--- src/rtl/ex_div_ctrl.sv ---
// ex_div_ctrl - iterative shift-subtract divider and its sequencing FSM for
// the EX-stage div/mod ops. It produces one quotient bit per cycle, applies
// the sign fix, then holds the result until EX consumes it.
//
// Optional feature macro: DIV_EARLY_TERM_EN. When it is defined, an op whose
// |dividend| < |divisor| skips CALC. The results are the same either way.
//
// Ports:
//   clk, resetn               core clock and async active-low reset
//   div_valid / div_ready     operand handshake (ready only in IDLE)
//   div_signed                1 = signed op, 0 = unsigned op
//   div_src1 / div_src2       dividend / divisor
//   flush                     cancels any transaction in flight
//   res_valid / res_ack       result held valid until EX moves to ME
//   quotient / remainder      registered results
//   busy                      controller is not in IDLE
//
// state | meaning
// IDLE  | waiting for an op; div_ready=1
// PREP  | take magnitudes, record signs, load counter
// CALC  | one quotient bit per cycle
// FIX   | apply sign fix or the divide-by-zero result
// DONE  | result held until res_ack
module ex_div_ctrl #(
  parameter int WIDTH = 32,
  parameter int CNT_W = $clog2(WIDTH) + 1
) (
  input  logic             clk,
  input  logic             resetn,
  input  logic             div_valid,
  output logic             div_ready,
  input  logic             div_signed,
  input  logic [WIDTH-1:0] div_src1,
  input  logic [WIDTH-1:0] div_src2,
  input  logic             flush,
  output logic             res_valid,
  input  logic             res_ack,
  output logic [WIDTH-1:0] quotient,
  output logic [WIDTH-1:0] remainder,
  output logic             busy
);

  typedef enum logic [2:0] {
    IDLE = 3'd0,
    PREP = 3'd1,
    CALC = 3'd2,
    FIX  = 3'd3,
    DONE = 3'd4
  } state_e;

  state_e           state_q;
  logic [CNT_W-1:0] cnt_q;
  logic [WIDTH-1:0] src1_q, src2_q;
  logic             signed_q;
  logic [WIDTH-1:0] dvd_q;   // dividend shifts out at the top, quotient bits enter at the bottom
  logic [WIDTH-1:0] dvs_q;
  logic [WIDTH:0]   rem_q;   // one spare bit so the compare/subtract cannot overflow
  logic             sign_q_q, sign_r_q, dz_q;
  logic [WIDTH-1:0] quotient_q, remainder_q;
  logic             res_valid_q;

  logic             s1, s2;
  logic [WIDTH-1:0] mag1, mag2;
  logic [WIDTH:0]   rem_shift, rem_sub;
  logic             ge;

  always_comb begin
    s1        = signed_q & src1_q[WIDTH-1];
    s2        = signed_q & src2_q[WIDTH-1];
    mag1      = s1 ? -src1_q : src1_q;
    mag2      = s2 ? -src2_q : src2_q;
    rem_shift = (rem_q << 1) | {{WIDTH{1'b0}}, dvd_q[WIDTH-1]};
    rem_sub   = rem_shift - {1'b0, dvs_q};
    ge        = rem_shift >= {1'b0, dvs_q};
  end

  always_ff @(posedge clk or negedge resetn) begin
    if (!resetn) begin
      state_q     <= IDLE;
      cnt_q       <= '0;
      src1_q      <= '0;
      src2_q      <= '0;
      signed_q    <= 1'b0;
      dvd_q       <= '0;
      dvs_q       <= '0;
      rem_q       <= '0;
      sign_q_q    <= 1'b0;
      sign_r_q    <= 1'b0;
      dz_q        <= 1'b0;
      quotient_q  <= '0;
      remainder_q <= '0;
      res_valid_q <= 1'b0;
    end else if (flush) begin
      // Results stay stale on purpose; res_valid low marks them unusable.
      state_q     <= IDLE;
      res_valid_q <= 1'b0;
    end else begin
      case (state_q)
        IDLE: begin
          if (div_valid) begin
            src1_q   <= div_src1;
            src2_q   <= div_src2;
            signed_q <= div_signed;
            state_q  <= PREP;
          end
        end
        PREP: begin
          dvd_q    <= mag1;
          dvs_q    <= mag2;
          rem_q    <= '0;
          cnt_q    <= CNT_W'(WIDTH);
          sign_q_q <= s1 ^ s2;
          sign_r_q <= s1;
          dz_q     <= (src2_q == '0);
          if (src2_q == '0) begin
            state_q <= FIX;
`ifdef DIV_EARLY_TERM_EN
          end else if (mag1 < mag2) begin
            dvd_q   <= '0;
            rem_q   <= {1'b0, mag1};
            state_q <= FIX;
`endif
          end else begin
            state_q <= CALC;
          end
        end
        CALC: begin
          rem_q <= ge ? rem_sub : rem_shift;
          dvd_q <= {dvd_q[WIDTH-2:0], ge};
          cnt_q <= cnt_q - 1'b1;
          if (cnt_q == CNT_W'(1)) state_q <= FIX;
        end
        FIX: begin
          if (dz_q) begin
            quotient_q  <= '1;
            remainder_q <= src1_q;
          end else begin
            quotient_q  <= sign_q_q ? -dvd_q : dvd_q;
            remainder_q <= sign_r_q ? -rem_q[WIDTH-1:0] : rem_q[WIDTH-1:0];
          end
          res_valid_q <= 1'b1;
          state_q     <= DONE;
        end
        DONE: begin
          if (res_ack) begin
            res_valid_q <= 1'b0;
            state_q     <= IDLE;
          end
        end
        default: begin
          res_valid_q <= 1'b0;
          state_q     <= IDLE;
        end
      endcase
    end
  end

  assign div_ready = (state_q == IDLE);
  assign busy      = (state_q != IDLE);
  assign res_valid = res_valid_q;
  assign quotient  = quotient_q;
  assign remainder = remainder_q;

endmodule
--- config.mk ---
export PLATFORM = sky130hd
export DESIGN_NAME = ex_div_ctrl
export DESIGN_NICKNAME = d
export VERILOG_FILES = /design/src/rtl/ex_div_ctrl.sv
export SDC_FILE = /design/constraint.sdc
export NUM_CORES = 1
export LEC_CHECK = 0
export ABC_AREA = 1
export BUFFER_PORTS_ARGS = -buffer_cell sky130_fd_sc_hd__buf_2
export CAP_MARGIN = 20
export CORE_ASPECT_RATIO = 0.8
export CORE_MARGIN = 2
export CORE_UTILIZATION = 55
export DETAILED_ROUTE_END_ITERATION = 12
export PLACE_DENSITY_LB_ADDON = 0.2
export SLEW_MARGIN = 20
export SYNTH_ARGS = -nofsm -noshare
export SYNTH_HDL_FRONTEND = slang
export SYNTH_SLANG_ARGS = --single-unit
--- constraint.sdc ---
create_clock -name clk -period 4.15 [get_ports clk]
set_clock_uncertainty 0.15 [all_clocks]
set_input_delay 0.6225 -clock clk [delete_from_list [all_inputs] [get_ports clk]]
set_output_delay 0.6225 -clock clk [all_outputs]
set_load 0.05 [all_outputs]
==> metrics <==
status=completed; WL per Instance=17.9 um; Worst-Margin Slew=1.05 ns; Cells after Synth=2423; P per Cell Area=950 nW/um^2; Core Area=29100 um^2; # rows=56; Clock Tree Root=clkbuf_16; cts hold-fix bufs=1; commonest non-fill, non-tap cell in the layout=nand2_1; Hold WC Path Type=input pin to register; vias in the first global route=15000; Pre-Repair DR Iteration Count=6; initial antenna violation count=0; most frequent cells in the layout=nand2_1 (673), inv_1 (335), nor2_1 (268); relative slew slack=29.6%; Overflow after GRT=0; number of antenna repair diodes=0; iteration-0 DRC count of the detailed router=1973; DRT Wirelength=52.5 mm; Mean Syn Cell Area=6.67 um^2; DRT antenna net count=0; die area=30800 um^2; EDFF count, synth=0; die width=196 um; post-DR vias/cell=5.68; Synth Net Count=2532; Worst setup EP type=register; yosys warns=0; clk_lat worst skew=0.55 ns; P&R area growth vs syn=11.4%; Reg clk slew, reported paths=0.06 ns; starting density of the core=55.5%; min Tclk post-route=2.89 ns; via count=16600; layout cells sized above 1=9.54%; Critical Path RT=4.44 ns; largest net degree at the start of global routing=101; Placer Congestion=0.981; Peak Freq=0.346 GHz; Port Buffers=136; ys async rst share=100%; Tcrit/Tclk final=69.6%; type of origin of the critical path=register; Post-CTS Repair Setup Buffers=0; Slew Viols, Final=0; Final Power=17.1 mW; # fillers=2762; placed instance area=17100 um^2; fin area=18000 um^2; post-detail-place hpwl=40.8 mm; total CTS buffers=26; Final #Nets=2636; unrepaired setup endpoints after global routing=false; crit path max fanout=21; Seq/Total Area, Yosys=36.9%; final setup fails=0; cts repair resizes=0; Syn Std Cell Area=16200 um^2; CTS tree=yes; Reg area=5960 um^2; final setup TNS=0 ns; synthesized flop and latch total=238; Peak VDD IR=0.679 mV; total track usage=34.2%; final routed DRC violation total=0; worst setup margin=1.26 ns; Final Hold Vio Count=0; worst slack, placed=1.30 ns; reported max-cap violation count=0; WS Path Type=register to register; clk sinks=238; Netlist cell types=49; Multi-input gate area=8550 um^2; static leakage power=9.67 nW; first-pass GRT wire length=82.5 mm; dominant synthesized flop cell=dfrtp_1; htree depth=1; Die Height=157 um; CP arrival=3.18 ns; CTS max path bufs=3; I/O pin count=137
-- state kept, by name (all words and copies together) (netlist names) --
signal and flops:
res_valid 1, dvs_q 32, src1_q 32, sign_r_q 1, dvd_q 32, quotient 32, signed_q 1, rem_q 32
dz_q 1, cnt_q 6, state_q 3, sign_q_q 1, remainder 32, src2_q 32
-- power breakdown --
part / internal [mW] / leakage [nW] / switching (mW) / total, mW
logic: 3.07 / 6.36 / 7.36 / 10.4
registers: 3.34 / 2.90 / 0.960 / 4.30
clock network: 1.36 / 0.423 / 0.996 / 2.36
-- per-stage QoR --
step | instances | hold slack, ns | util [%]
after floorplan | 2423 | 0.177 | -
after global placement | 2874 | 0.309 | 58.8
after detailed placement | 2874 | 0.310 | 58.8
after CTS | 2922 | 0.138 | 61.8
after global routing | 2923 | 0.142 | 61.9
final | 2923 | 0.154 | 61.9
-- layout make-up --
| class | count | area share, % |
|---|---|---|
| Inverter | 341 | 7.12 |
| Clock inverter | 7 | 0.376 |
| Sequential cell | 238 | 33.1 |
| Tap cell | 377 | 2.62 |
| Timing Repair Buffer | 160 | 4.90 |
| Clock buffer | 40 | 4.36 |
| Multi-Input combinational cell | 1760 | 47.5 |
-- critical path, stage by stage (launching register included) --
cell     delay (ns)
dfrtp_1        0.42
ha_1           0.43
a21oi_1        0.29
nand2_1        0.12
a21oi_1        0.17
nand2_1        0.12
nor2_4         0.47
buf_4          0.30
nand3_1        0.10
nand2_1        0.09
inv_1          0.04
nand2_1        0.04
nand2_1        0.04
-- cells by family (layout without fill, tap and decap cells) --
| group | Yosys count | in the layout | share of synthesized area (%) |
|---|---|---|---|
| and+or+nand+nor | 1265 | 1265 | 32.9 |
| muxes | 9 | 9 | 0.628 |
| AOI/OAI and AO/OA | 382 | 382 | 12.7 |
| adders and majority gates | 39 | 39 | 3.07 |
| xor gates and xnor gates | 65 | 65 | 3.52 |
| DFF | 238 | 238 | 36.9 |
| buffers and inverters | 425 | 548 | 10.3 |
-- synthesized netlist by cell type (3+ instances only) --
cell type,n,area share [%]
mux2_2,9,0.63
buf_6,5,0.35
or2_2,4,0.15
o21ai_1,14,0.43
and2_1,3,0.12
o21ai_0,144,4.5
nand2_1,673,16
nor3_1,33,1.0
inv_1,336,7.8
nor2_2,9,0.35
nor4_1,5,0.19
nand3_1,221,6.8
o221ai_1,6,0.33
xor2_1,51,2.8
xnor2_1,14,0.76
buf_2,16,0.50
o211ai_1,15,0.70
o31ai_1,5,0.23
ha_1,38,2.9
dfrtp_1,238,37
buf_1,7,0.16
a31oi_1,12,0.46
nand4_1,23,0.89
nor2_4,4,0.28
clkbuf_1,54,1.3
inv_2,3,0.070
nor2_1,268,6.2
nand2_2,8,0.31
a21oi_1,162,5.0
nand3b_1,6,0.28
o22ai_1,13,0.50
-- per-layer routing --
metal | track usage [%] | part of all wire (%) | vias up
met5 | 0 | 0 | -
met4 | 7.52 | 2.3 | 0
met3 | 6.28 | 9.5 | 81
met2 | 48.1 | 40 | 794
met1 | 53.9 | 48 | 7752
li1 | - | - | 7970
-- worst paths after layout --
path / end / from / cells after the start / slack [ns]
worst max-delay path: rem_q[27]$_DFFE_PN0P_ / rem_q[27]$_DFFE_PN0P_ / 12 / 1.26
worst max register to register: rem_q[27]$_DFFE_PN0P_ / rem_q[27]$_DFFE_PN0P_ / 12 / 1.26
max in group asynchronous: dvs_q[2]$_DFFE_PN0P_ / resetn / 3 / 2.20
min in group asynchronous: rem_q[2]$_DFFE_PN0P_ / resetn / 2 / 0.56
worst min register to register: res_valid$_DFFE_PN0P_ / res_valid$_DFFE_PN0P_ / 2 / 0.32
worst min-delay path: src2_q[12]$_DFFE_PN0P_ / div_src2[12] / 2 / 0.15
Power figures use the tool's default switching activity.
